## src/rtl/sprite_draw_engine.sv

```systemverilog
// Erases an object's previously drawn bounding box and plots its current one, one pixel per clock.
// Define SPRITE_ERASE_EN to erase the old box before redrawing; otherwise objects leave trails.
module sprite_draw_engine #(
  parameter int         SPR_W      = 8,
  parameter int         SPR_H      = 8,
  parameter int         BUL_W      = 2,
  parameter int         BUL_H      = 4,
  parameter logic [2:0] COL_PLAYER = 3'b010,
  parameter logic [2:0] COL_ENEMY  = 3'b100,
  parameter logic [2:0] COL_BULLET = 3'b110,
  parameter logic [2:0] COL_BG     = 3'b000
) (
  input  logic        clk,
  input  logic        resetn,
  input  logic [3:0]  sel,
  input  logic [7:0]  player_x,
  input  logic [6:0]  player_y,
  input  logic [31:0] enemy_x,
  input  logic [27:0] enemy_y,
  input  logic [3:0]  enemy_alive,
  input  logic [7:0]  bullet_x,
  input  logic [6:0]  bullet_y,
  input  logic        bullet_active,
  output logic [7:0]  vga_x,
  output logic [6:0]  vga_y,
  output logic [2:0]  vga_colour,
  output logic        plot,
  output logic        done
);

`ifdef SPRITE_ERASE_EN
  localparam bit ERASE_EN = 1'b1;
`else
  localparam bit ERASE_EN = 1'b0;
`endif
  localparam int SCR_W = 160;
  localparam int SCR_H = 120;

  typedef enum logic [1:0] {LOAD, ERASE, DRAW, FIN} state_t;
  state_t state;

  // Flatten the per-object inputs into one indexable view (entries 6/7 are unused selectors).
  logic [7:0] obj_x [8];
  logic [6:0] obj_y [8];
  logic [7:0] obj_act;

  // NOTE: every always_comb output gets a default first so no path can infer a latch.
  always_comb begin
    obj_act  = '0;
    obj_x[0] = player_x;
    obj_y[0] = player_y;
    obj_act[0] = 1'b1;
    for (int k = 0; k < 4; k++) begin
      obj_x[k+1]   = enemy_x[8*k +: 8];
      obj_y[k+1]   = enemy_y[7*k +: 7];
      obj_act[k+1] = enemy_alive[k];
    end
    obj_x[5]   = bullet_x;
    obj_y[5]   = bullet_y;
    obj_act[5] = bullet_active;
    obj_x[6]   = '0;
    obj_y[6]   = '0;
    obj_x[7]   = '0;
    obj_y[7]   = '0;
  end

  logic       sel_ok;
  logic [2:0] sidx;
  assign sel_ok = (sel <= 4'd5);
  assign sidx   = sel_ok ? sel[2:0] : 3'd0;

  // Shadow table: last drawn position per object plus a valid bit.
  logic [5:0] shd_valid;
  logic [7:0] shd_x [6];
  logic [6:0] shd_y [6];

  // Per-object working copy captured in LOAD.
  logic       cur_ok, cur_active;
  logic [2:0] cur_idx, cur_colour;
  logic [7:0] cur_x, old_x, box_w;
  logic [6:0] cur_y, old_y, box_h;
  logic [7:0] col;
  logic [6:0] row;

  // NOTE: the shadow positions and working copy carry no reset; only the valid bits
  // (reset below) decide whether a stored position is ever used.
  always_ff @(posedge clk) begin
    if (state == LOAD) begin
      cur_ok     <= sel_ok;
      cur_idx    <= sidx;
      cur_x      <= obj_x[sidx];
      cur_y      <= obj_y[sidx];
      cur_active <= obj_act[sidx];
      old_x      <= shd_x[sidx];
      old_y      <= shd_y[sidx];
      if (sidx == 3'd5) begin
        box_w      <= 8'(BUL_W);
        box_h      <= 7'(BUL_H);
        cur_colour <= COL_BULLET;
      end else begin
        box_w      <= 8'(SPR_W);
        box_h      <= 7'(SPR_H);
        cur_colour <= (sidx == 3'd0) ? COL_PLAYER : COL_ENEMY;
      end
    end
    if (state == FIN && cur_ok) begin
      shd_x[cur_idx] <= cur_x;
      shd_y[cur_idx] <= cur_y;
    end
  end

  // Addresses are one bit wider than the screen so off-edge pixels clip instead of wrapping.
  logic [8:0] addr_x;
  logic [7:0] addr_y;
  logic       on_screen, last_col, last_px;
  assign addr_x    = {1'b0, (state == ERASE) ? old_x : cur_x} + {1'b0, col};
  assign addr_y    = {1'b0, (state == ERASE) ? old_y : cur_y} + {1'b0, row};
  assign on_screen = (addr_x < 9'(SCR_W)) && (addr_y < 8'(SCR_H));
  assign last_col  = (col == box_w - 8'd1);
  assign last_px   = last_col && (row == box_h - 7'd1);

  // NOTE: sequential state uses non-blocking assignments so every register samples pre-edge values.
  always_ff @(posedge clk) begin
    if (!resetn) begin
      state      <= LOAD;
      col        <= '0;
      row        <= '0;
      shd_valid  <= '0;
      vga_x      <= '0;
      vga_y      <= '0;
      vga_colour <= '0;
      plot       <= 1'b0;
      done       <= 1'b0;
    end else begin
      plot <= 1'b0;
      done <= 1'b0;
      case (state)
        LOAD: begin
          col <= '0;
          row <= '0;
          if (!sel_ok)                          state <= FIN;
          else if (ERASE_EN && shd_valid[sidx]) state <= ERASE;
          else if (obj_act[sidx])               state <= DRAW;
          else                                  state <= FIN;
        end
        ERASE, DRAW: begin
          vga_x      <= addr_x[7:0];
          vga_y      <= addr_y[6:0];
          vga_colour <= (state == ERASE) ? COL_BG : cur_colour;
          plot       <= on_screen;
          if (last_px) begin
            col   <= '0;
            row   <= '0;
            state <= (state == ERASE && cur_active) ? DRAW : FIN;
          end else if (last_col) begin
            col <= '0;
            row <= row + 7'd1;
          end else begin
            col <= col + 8'd1;
          end
        end
        FIN: begin
          done <= 1'b1;
          if (cur_ok) shd_valid[cur_idx] <= cur_active;
          state <= LOAD;
        end
        default: state <= LOAD;
      endcase
    end
  end

endmodule
```

## config.mk

```make
export PLATFORM = sky130hd
export DESIGN_NAME = sprite_draw_engine
export DESIGN_NICKNAME = d
export VERILOG_FILES = /design/src/rtl/sprite_draw_engine.sv
export SDC_FILE = /design/constraint.sdc
export NUM_CORES = 1
export LEC_CHECK = 0
export ABC_AREA = 1
export CAP_MARGIN = 20
export CORE_MARGIN = 3
export CORE_UTILIZATION = 49
export CTS_CLUSTER_DIAMETER = 150
export DETAILED_ROUTE_END_ITERATION = 10
export GPL_ROUTABILITY_DRIVEN = 1
export PLACE_DENSITY = 0.86
export SYNTH_ARGS = -nofsm -noshare
export SYNTH_HDL_FRONTEND = slang
export SYNTH_SLANG_ARGS = --single-unit
```

## constraint.sdc

```tcl
create_clock -name clk -period 2.5 [get_ports clk]
set_clock_uncertainty 0.15 [all_clocks]
set_input_delay 0.5 -clock clk [delete_from_list [all_inputs] [get_ports clk]]
set_output_delay 0.5 -clock clk [all_outputs]
set_load 0.02 [all_outputs]
```

# == After elaboration in Yosys (flattened, before gate mapping) ==
# Memory sizes are Yosys's and may differ from the RTL's. A register that Yosys moved wholly into a read port is not among the register bits.
# Cells that the tools add are included.
# word_totals
register_bits,75
ram_bits,90
output_inout_bits,20
wordCells,77
n_memories,2
# mem_list
name,depth,word_bits,read_ports,rd_ports_with_merged_regs,wr,line,text
shd_x,6,8,1,1,1,74,logic [7:0] shd_x [6];
shd_y,6,7,1,1,1,75,logic [6:0] shd_y [6];
# classes
addsub,6
order_cmp,5
n_eq_ne,8
muxes,29
bitwise,1
n_reduce_logical,10
# op_table
cell,n
8-bit two-way mux,5
7-bit two-way mux,5
8-bit binary-select mux with 3-bit select,1
7-bit binary-select mux with 3-bit select,1
8-bit one-hot mux with 2 select lines,1
7-bit one-hot mux with 2 select lines,1
8-bit by 8-bit adder with 9-bit output,1
"9-bit by 8-bit less-than comparator with 1-bit output, second input constant",1
3-bit two-way mux,3
7-bit by 7-bit adder with 8-bit output,1
"8-bit by 1-bit adder with 8-bit output, second input constant",1
8-bit == test,1
"8-bit by 7-bit less-than comparator with 1-bit output, second input constant",1
4-bit two-way mux,2
"8-bit by 1-bit subtractor with 8-bit output, second input constant",1
"7-bit by 1-bit adder with 7-bit output, second input constant",1
7-bit == test,1
1-bit two-way mux,7
"7-bit by 1-bit subtractor with 7-bit output, second input constant",1
2-bit one-hot mux with 3 select lines,1
"2-bit == test, second input constant",2
"4-bit greater-or-equal comparator, second input constant",1
"4-bit by 3-bit <= comparator with 1-bit output, second input constant",1
1-bit logical AND,4
13 further kinds,14

# == Logic depth before layout (Yosys ltp) ==
# Gate-level depths: netlist of the first run.
# depth
ltp_word,7
ltp_mapped,19
depth_no_buf,17

# == Worst setup path after synthesis of the first run ==
# No wires, ideal clock.
# synth_timing
kind,register to register
from,reg state[1]
to,reg plot
setup_time_ns,0.064
t_arrival_ns,2.392
slack_ns,-0.106
path_stages_with_launch,20
n_path_buf,2
synth_period_minus_slack_ns,2.606
cell_sequence,dfxtp_1 > inv_1 > ha_1 > buf_2 > clkinv_1 > clkbuf_1 > nand2_1 > nand2_1 > ha_1 > inv_1 > fa_1 > inv_1 > nand2_1 > nand3_1 > nand2_1 > nand2_1 > nand2_1 > nand2_1 > nand3_1 > nor2_1
# synth_via
elab_chain_cells,5
word_cells_on_any_way,11
# synth_rtl
item,line,text
"start, declared",40,state_t state;
"start signal, assigned",154,state <= (state == ERASE && cur_active) ? DRAW : FIN;
2-bit by 1-bit == test with 1-bit output,"116, 117, 137",
8-bit two-way mux or 7-bit two-way mux (tied branches),"116, 117",
8-bit by 8-bit adder with 9-bit output or 7-bit by 7-bit adder with 8-bit output (tied branches),"116, 117",
9-bit by 8-bit less-than comparator with 1-bit output or 8-bit by 7-bit less-than comparator with 1-bit output (tied branches),118,assign on_screen = (addr_x < 9'(SCR_W)) && (addr_y < 8'(SCR_H));
1-bit logical AND,118,
"end signal, assigned",150,plot <= on_screen;
"end, declared",27,"output logic plot,"
# Several ways; a longest one is shown, not always the timed one.
# A chain may end at the register's enable or synchronous reset.

# == Worst setup path in the final report of the first run ==
# Same ends and word-level chain as after synthesis.

==> results of run 1 <==
-- cells by family after synthesis --
kind of cell             synth area share [%]
XOR/XNOR                                 1.09
flip-flops                               57.1
adder cells (fa/ha/maj)                  4.23
buffers and inverters                    6.49
other                                  0.0466
AO/OA/AOI/OAI                            10.4
AND/OR/NAND/NOR                          20.7
-- area by class of cell --
type,count,area (sq um)
multi-input cells,580,3030
inverters,88,333
repair buffers,169,1670
flip-flops and latches,165,4600
clock buffers,17,425
fillers,1244,5510
clock inverters,15,169
well taps,216,270
-- cell usage in the layout (no fill, tap or decap), types with 3 or more instances in the layout --
cell type | synthesis | layout
clkbuf_16 | 0 | 18
o22ai_1 | 15 | 15
nor3_1 | 5 | 5
o21ai_0 | 42 | 41
nor2_1 | 84 | 83
o21ai_1 | 5 | 6
inv_6 | 0 | 5
dfxtp_1 | 36 | 35
o211ai_1 | 3 | 3
buf_4 | 5 | 40
inv_8 | 0 | 3
a22oi_1 | 7 | 7
clkdlybuf4s50_1 | 0 | 119
a21oi_1 | 37 | 36
buf_12 | 0 | 6
ha_2 | 0 | 5
xnor2_1 | 4 | 4
edfxtp_1 | 129 | 129
ha_1 | 24 | 15
nand2_1 | 239 | 238
nand3_1 | 37 | 35
o21a_1 | 15 | 15
inv_2 | 6 | 10
a32oi_1 | 3 | 3
ha_4 | 0 | 4
xor2_1 | 6 | 5
nand4_1 | 22 | 22
a31oi_1 | 12 | 12
inv_1 | 81 | 77
clkinv_2 | 0 | 3
nand3_2 | 1 | 3
-- flip-flops by register name, indices dropped and copies added, names as in the netlist, 3 cells and up --
name and count:
cur_y 7, old_x 8, row 7, vga_y 7, old_y 7, col 8
vga_x 8, shd_y 42, cur_x 8, shd_x 48, cur_idx 3
-- worst paths after layout --
path	startpoint	to	cells after the start	slack (ns)
worst max-delay path	state[1]	plot	18	0.09
worst max register to register	state[1]	plot	18	0.09
worst min-delay path	vga_colour[1]	vga_colour[1]	2	0.32
worst min register to register	vga_colour[1]	vga_colour[1]	2	0.32
-- worst max-delay path, cell delays in order, from the launching register on --
cell and delay, ns:
dfxtp_2 0.34, inv_2 0.06, ha_4 0.19, inv_4 0.07, buf_6 0.12, nand2_1 0.05, nand2_1 0.06, ha_2 0.18
inv_2 0.05, fa_2 0.39, inv_2 0.07, nand2_1 0.08, nand3_2 0.08, nand2_1 0.07, buf_4 0.13, nand2_1 0.06
nand2_2 0.06, nand3_2 0.07, nor2_1 0.04
-- power by group --
part	internal, W	switching (W)
registers	0.00365	0.000339
logic	0.00128	0.00185
clock network	0.00150	0.00114
-- metal layers --
metal | vias to the layer above | GRT usage [%] | share of wire (%)
met5 | - | 0 | 0
met4 | 0 | 10.6 | 2.9
met3 | 49 | 4.35 | 6.1
met2 | 311 | 39.4 | 51
met1 | 3168 | 26.0 | 40
li1 | 3254 | - | -
-- stage by stage --
stage	TNS (ns)	total power, W	cells	hold WS, ns	area [sq um]
2_1_floorplan	0	0.00568	869	0.321	8060
5_1_grt	-0.0479	0.0102	1250	0.354	10500
3_3_place_gp	0	0.00679	1210	0.305	9720
3_5_place_dp	0	0.00689	1210	0.312	9720
4_1_cts	0	0.00952	1242	0.322	10300
6_report	0	0.00976	1250	0.318	10500
-- what timing repair did --
item	CTS	global route
pin swaps	0	9
gates cloned	0	2
resized for setup	1	29
setup buffers	0	6
endpoints found under the setup margin	1	8
==> impl_metrics.prom, run 1 <==
# TYPE chip_impl_metric gauge
chip_impl_info{name="outcome",value="finished, final reports clean"} 1
chip_impl_info{name="setup.worst_path.start_class",value="register"} 1
chip_impl_metric{name="data_arrival_at_the_endpoint_of_the_critical_path",unit="ns"} 2.59
chip_impl_metric{name="synth.lib_cells_used.distinct",unit=""} 43
chip_impl_info{name="yosysMostFrequentCell",value="nand2_1"} 1
chip_impl_metric{name="dr.first_iter.drc_count",unit=""} 613
chip_impl_metric{name="dpl.hpwl",unit="um"} 14300
chip_impl_metric{name="global_route.overflow_total",unit=""} 0
chip_impl_info{name="cts_tree",value="yes"} 1
chip_impl_metric{name="nets",unit=""} 1148
chip_impl_info{name="worst_setup_path_end_kind",value="register"} 1
chip_impl_metric{name="gp_congestion",unit=""} 0.905
chip_impl_metric{name="worst_ep_required_time",unit="ns"} 2.68
chip_impl_metric{name="antenna_violating_nets_post_route",unit=""} 0
chip_impl_metric{name="maxClockFrequency",unit="MHz"} 415
chip_impl_metric{name="syn_avg_cell_area",unit="sq um"} 9.27
chip_impl_metric{name="nets_in_the_synthesized_netlist",unit=""} 996
chip_impl_metric{name="track_usage",unit="%"} 22.3
chip_impl_metric{name="synthesis_stage_register_bit_count",unit=""} 165
chip_impl_metric{name="synthCells",unit=""} 869
chip_impl_metric{name="clock-sinks",unit=""} 165
chip_impl_metric{name="finalCriticalPeriod",unit="ns"} 2.41
chip_impl_metric{name="place_ws",unit="ns"} 0.0161
chip_impl_metric{name="post-route-util",unit="%"} 65.6
chip_impl_metric{name="cts.reportedPaths.clkPinSlew",unit="ns"} 0.07
chip_impl_metric{name="detail_route.wirelength",unit="um"} 20600
chip_impl_metric{name="ctsHtreeMaxLevel",unit=""} 4
chip_impl_info{name="root_buffer",value="clkbuf_16"} 1
chip_impl_metric{name="hold_buffers",unit=""} 0
chip_impl_metric{name="synth_top_cell_area_share",unit="%"} 48.1
chip_impl_metric{name="synth_enable_flop_cells",unit=""} 129
chip_impl_metric{name="finalMaxSlewViolations",unit=""} 0
chip_impl_metric{name="vias",unit=""} 6782
chip_impl_info{name="postSynth.topFlopCell",value="edfxtp_1"} 1
chip_impl_metric{name="peakVddDrop",unit="mV"} 0.529
chip_impl_metric{name="antenna_violations_before_repair",unit=""} 0
chip_impl_metric{name="max_cap_violations",unit=""} 0
chip_impl_info{name="worstHoldPathType",value="register to register"} 1
chip_impl_metric{name="routed_wire_length_per_instance",unit="um"} 16.4
chip_impl_metric{name="top_level_ports",unit=""} 121
chip_impl_metric{name="synth_area",unit="sq um"} 8050
chip_impl_metric{name="drcViolationCount",unit=""} 0
chip_impl_metric{name="wire_length_of_the_first_global_routing_pass",unit="um"} 31700
chip_impl_metric{name="ctsLongestPathBuffers",unit=""} 2
chip_impl_metric{name="async_reset_ff_share",unit="%"} 0
chip_impl_metric{name="p_leak",unit="nW"} 4.28
chip_impl_metric{name="timing.final.hold_violations",unit=""} 0
chip_impl_info{name="worstSetupPathType",value="register to register"} 1
chip_impl_metric{name="first_pass_iters",unit=""} 5
chip_impl_metric{name="ys_warn_count",unit=""} 0
chip_impl_info{name="synth_area_leaders",value="edfxtp_1 (48%), nand2_1 (11%), dfxtp_1 (8.9%)"} 1
chip_impl_metric{name="diodes",unit=""} 0
chip_impl_metric{name="final_min_period_over_clock_period",unit="%"} 96.4
chip_impl_metric{name="cts_buffers",unit=""} 17
chip_impl_metric{name="rows",unit=""} 46
chip_impl_metric{name="critPathMaxFanout",unit=""} 7
chip_impl_metric{name="yosysSeqAreaShare",unit="%"} 57.1
chip_impl_metric{name="start_util",unit="%"} 50.3
chip_impl_metric{name="fp.dieW",unit="um"} 134
chip_impl_metric{name="placement.io_buffers",unit=""} 119
chip_impl_metric{name="areaGrowthSynthToFinish",unit="%"} 30.3
chip_impl_metric{name="die_h",unit="um"} 134
chip_impl_metric{name="die-area",unit="sq um"} 18000
chip_impl_metric{name="clock_insertion_delay_worst_skew",unit="ns"} 0.43
chip_impl_metric{name="drive_gt1_share",unit="%"} 11.4
chip_impl_metric{name="grt_max_degree",unit=""} 40
chip_impl_info{name="synth_top_cells_by_count",value="nand2_1 (239), edfxtp_1 (129), nor2_1 (84), inv_1 (81), o21ai_0 (42)"} 1
chip_impl_metric{name="detail_route.vias_per_cell",unit=""} 5.43
chip_impl_metric{name="finalWorstSetupSlack",unit="ns"} 0.0889
chip_impl_metric{name="first_global_vias",unit=""} 6762
chip_impl_metric{name="power.density",unit="nW/um^2"} 931
chip_impl_metric{name="setup_viol",unit=""} 0
chip_impl_metric{name="floorplan.core_area",unit="sq um"} 16000
chip_impl_info{name="synth.largest_area_cell",value="edfxtp_1"} 1
(Power assumes the default switching activity.)
==> run 2: changes to the inputs <==
PLACE_DENSITY = 0.79   (was 0.86)
==> impl_metrics.prom, run 2 (synthesis results as in run 1) <==
# TYPE chip_impl_metric gauge
chip_impl_metric{name="first_pass_iters",unit=""} 6
chip_impl_metric{name="routed_wire_length_per_instance",unit="um"} 15.7
chip_impl_info{name="worstHoldPathType",value="register to register"} 1
chip_impl_metric{name="critPathBufInv",unit=""} 4
chip_impl_metric{name="internal_power",unit="W"} 0.00633
chip_impl_metric{name="max_cap_violations",unit=""} 0
chip_impl_info{name="root_buffer",value="clkbuf_16"} 1
chip_impl_metric{name="setup_viol",unit=""} 0
chip_impl_metric{name="rows",unit=""} 46
chip_impl_metric{name="timing.final.hold_violations",unit=""} 0
chip_impl_metric{name="grt_max_degree",unit=""} 32
chip_impl_metric{name="net-switching-power",unit="W"} 0.00318
chip_impl_metric{name="min_path_cells",unit=""} 2
chip_impl_metric{name="worst_ep_required_time",unit="ns"} 2.67
chip_impl_metric{name="die-area",unit="sq um"} 18000
chip_impl_metric{name="top_level_ports",unit=""} 121
chip_impl_info{name="cts_tree",value="yes"} 1
chip_impl_metric{name="layout_cells_excl_fill",unit=""} 1242
chip_impl_info{name="outcome",value="finished, final reports clean"} 1
chip_impl_metric{name="drive_gt1_share",unit="%"} 10.4
chip_impl_metric{name="cell_count_after_placement",unit=""} 1207
chip_impl_metric{name="start_util",unit="%"} 50.3
chip_impl_info{name="largest-register",value="shd_x"} 1
chip_impl_metric{name="clkPwrFrac",unit="%"} 27.0
chip_impl_metric{name="detail_route.vias_per_cell",unit=""} 5.32
chip_impl_metric{name="antenna_violating_nets_post_route",unit=""} 0
chip_impl_metric{name="ctsLongestPathBuffers",unit=""} 2
chip_impl_metric{name="critical-path-max-stage-delay",unit="ns"} 0.39
chip_impl_metric{name="timing.critical_path.depth",unit=""} 15
chip_impl_metric{name="wire_length_of_the_first_global_routing_pass",unit="um"} 31000
chip_impl_metric{name="final_min_period_over_clock_period",unit="%"} 96.4
chip_impl_info{name="worst_setup_path_end_kind",value="register"} 1
chip_impl_metric{name="cts.reportedPaths.clkPinSlew",unit="ns"} 0.06
chip_impl_info{name="top_registers",value="shd_x (48), shd_y (42)"} 1
chip_impl_metric{name="post-route-util",unit="%"} 64.9
chip_impl_metric{name="p_leak",unit="nW"} 4.22
chip_impl_metric{name="global_route.overflow_total",unit=""} 0
chip_impl_info{name="crit_path_top_delay_cell",value="fa_2"} 1
chip_impl_metric{name="dr.first_iter.drc_count",unit=""} 596
chip_impl_metric{name="die_h",unit="um"} 134
chip_impl_metric{name="floorplan.core_area",unit="sq um"} 16000
chip_impl_info{name="setup.worst_path.start_class",value="register"} 1
chip_impl_info{name="mostFrequentLayoutCells",value="nand2_1 (236), edfxtp_1 (129), clkdlybuf4s50_1 (119), nor2_1 (83), inv_1 (78)"} 1
chip_impl_metric{name="placement.io_buffers",unit=""} 119
chip_impl_metric{name="maxClockFrequency",unit="MHz"} 415
chip_impl_metric{name="pwr-share-comb",unit="%"} 31.2
chip_impl_metric{name="dpl.hpwl",unit="um"} 13900
chip_impl_info{name="critical_path.top_delay_family",value="adder cells"} 1
chip_impl_metric{name="vias",unit=""} 6610
chip_impl_metric{name="power.switching_fraction",unit="%"} 33.5
chip_impl_metric{name="hold_buffers",unit=""} 0
chip_impl_metric{name="clock-sinks",unit=""} 165
chip_impl_metric{name="finalCriticalPeriod",unit="ns"} 2.41
chip_impl_metric{name="drcViolationCount",unit=""} 0
chip_impl_metric{name="gp_congestion",unit=""} 0.912
chip_impl_info{name="most_common_cell_after_layout_fill_and_taps_aside",value="nand2_1"} 1
chip_impl_metric{name="share_seq_of_total_power",unit="%"} 41.8
chip_impl_metric{name="peakVddDrop",unit="mV"} 0.525
chip_impl_metric{name="clock_insertion_delay_worst_skew",unit="ns"} 0.43
chip_impl_metric{name="detail_route.wirelength",unit="um"} 19400
chip_impl_metric{name="fp.dieW",unit="um"} 134
chip_impl_metric{name="r2r.worst_path.cells",unit=""} 15
chip_impl_info{name="crit_chain",value="inv_2 -> ha_4 -> buf_6 -> nand2_1 -> nand2_1 -> ha_2 -> inv_1 -> fa_2 -> inv_2 -> nand3_1 -> nand2_2 -> xor2_2 -> nand4_1 -> nor2_1 -> nor2_1"} 1
chip_impl_metric{name="data_arrival_at_the_endpoint_of_the_critical_path",unit="ns"} 2.58
chip_impl_info{name="worstSetupPathType",value="register to register"} 1
chip_impl_metric{name="antenna_violations_before_repair",unit=""} 0
chip_impl_metric{name="track_usage",unit="%"} 21.7
chip_impl_metric{name="first_global_vias",unit=""} 6464
chip_impl_metric{name="power.density",unit="nW/um^2"} 915
chip_impl_metric{name="cts_buffers",unit=""} 17
chip_impl_metric{name="critPathMaxFanout",unit=""} 16
chip_impl_metric{name="ctsHtreeMaxLevel",unit=""} 4
chip_impl_metric{name="diodes",unit=""} 0
chip_impl_metric{name="nets",unit=""} 1140
chip_impl_metric{name="areaGrowthSynthToFinish",unit="%"} 29.0
chip_impl_metric{name="largest_reg_flops",unit=""} 48
chip_impl_metric{name="finalMaxSlewViolations",unit=""} 0
run 2: cell types whose count changed in the layout (fill, tap and decap cells not counted), moves of 2 or more:
cell / delta
buf_4: -8
clkinv_1: +2
inv_8: -2
nand2_1: -2
nand2_2: +2
nand3_1: +2
nand3_2: -2
run 2: final timing paths:
check	start	endpoint	slack (ns)
worst min-delay path	vga_colour[2]	vga_colour[2]	0.33
worst max-delay path	state[1]	plot	0.09
worst max register to register	state[1]	plot	0.09
worst min register to register	vga_colour[2]	vga_colour[2]	0.33
run 2: power groups by stage:
stage | Clock [W] | Sequential, W | Combinational (W)
final | 0.00257 | 0.00398 | 0.00296
after global routing | 0.00271 | 0.00403 | 0.00330
after global placement | 0 | 0.00400 | 0.00278
after floorplan | 0 | 0.00411 | 0.00158
after CTS | 0.00258 | 0.00397 | 0.00286
after detailed placement | 0 | 0.00402 | 0.00283
run 2: timing repair:
action                     in CTS  in global routing
hold endpoints to repair        0                  0
pin swaps                       0                  6
cloned                          0                  1
setup buffers                   0                  2
setup endpoints to repair       1                  9
resized for setup               2                 26
run 2: per-layer routing:
metal	track usage (%)	routed length (um)	vias up	share of wire, %
met4	6.96	335	0	1.7
met2	37.0	9390	295	48
met3	5.03	1510	35	7.8
li1	-	-	3244	-
met1	27.5	8200	3036	42
met5	0	0	-	0
run 2: final cells by class:
cell class	count	area (sq um)
Multi-Input combinational cell	580	3010
Fill cell	1314	5610
Clock buffer	18	429
Timing Repair Buffer	161	1600
Inverter	88	333
Clock inverter	14	149
Sequential cell	165	4600
Tap cell	216	270
run 2: tightest hold or removal path, cell delays in order, from the launching register on:
cell	delay, ns
dfxtp_1	0.31
nand2_1	0.06
a21oi_1	0.06
run 2: through the flow:
| stage | TNS, ns | hold slack (ns) | area (sq um) | power, W | setup WS (ns) |
|---|---|---|---|---|---|
| after detailed placement | 0 | 0.323 | 9710 | 0.00685 | 0.0171 |
| after floorplan | 0 | 0.321 | 8060 | 0.00568 | 0.0108 |
| after CTS | 0 | 0.333 | 10300 | 0.00941 | 0.0185 |
| after global placement | 0 | 0.308 | 9710 | 0.00678 | 0.0719 |
| after global routing | -0.0425 | 0.368 | 10400 | 0.0100 | -0.0425 |
| final | 0 | 0.326 | 10400 | 0.00951 | 0.0908 |
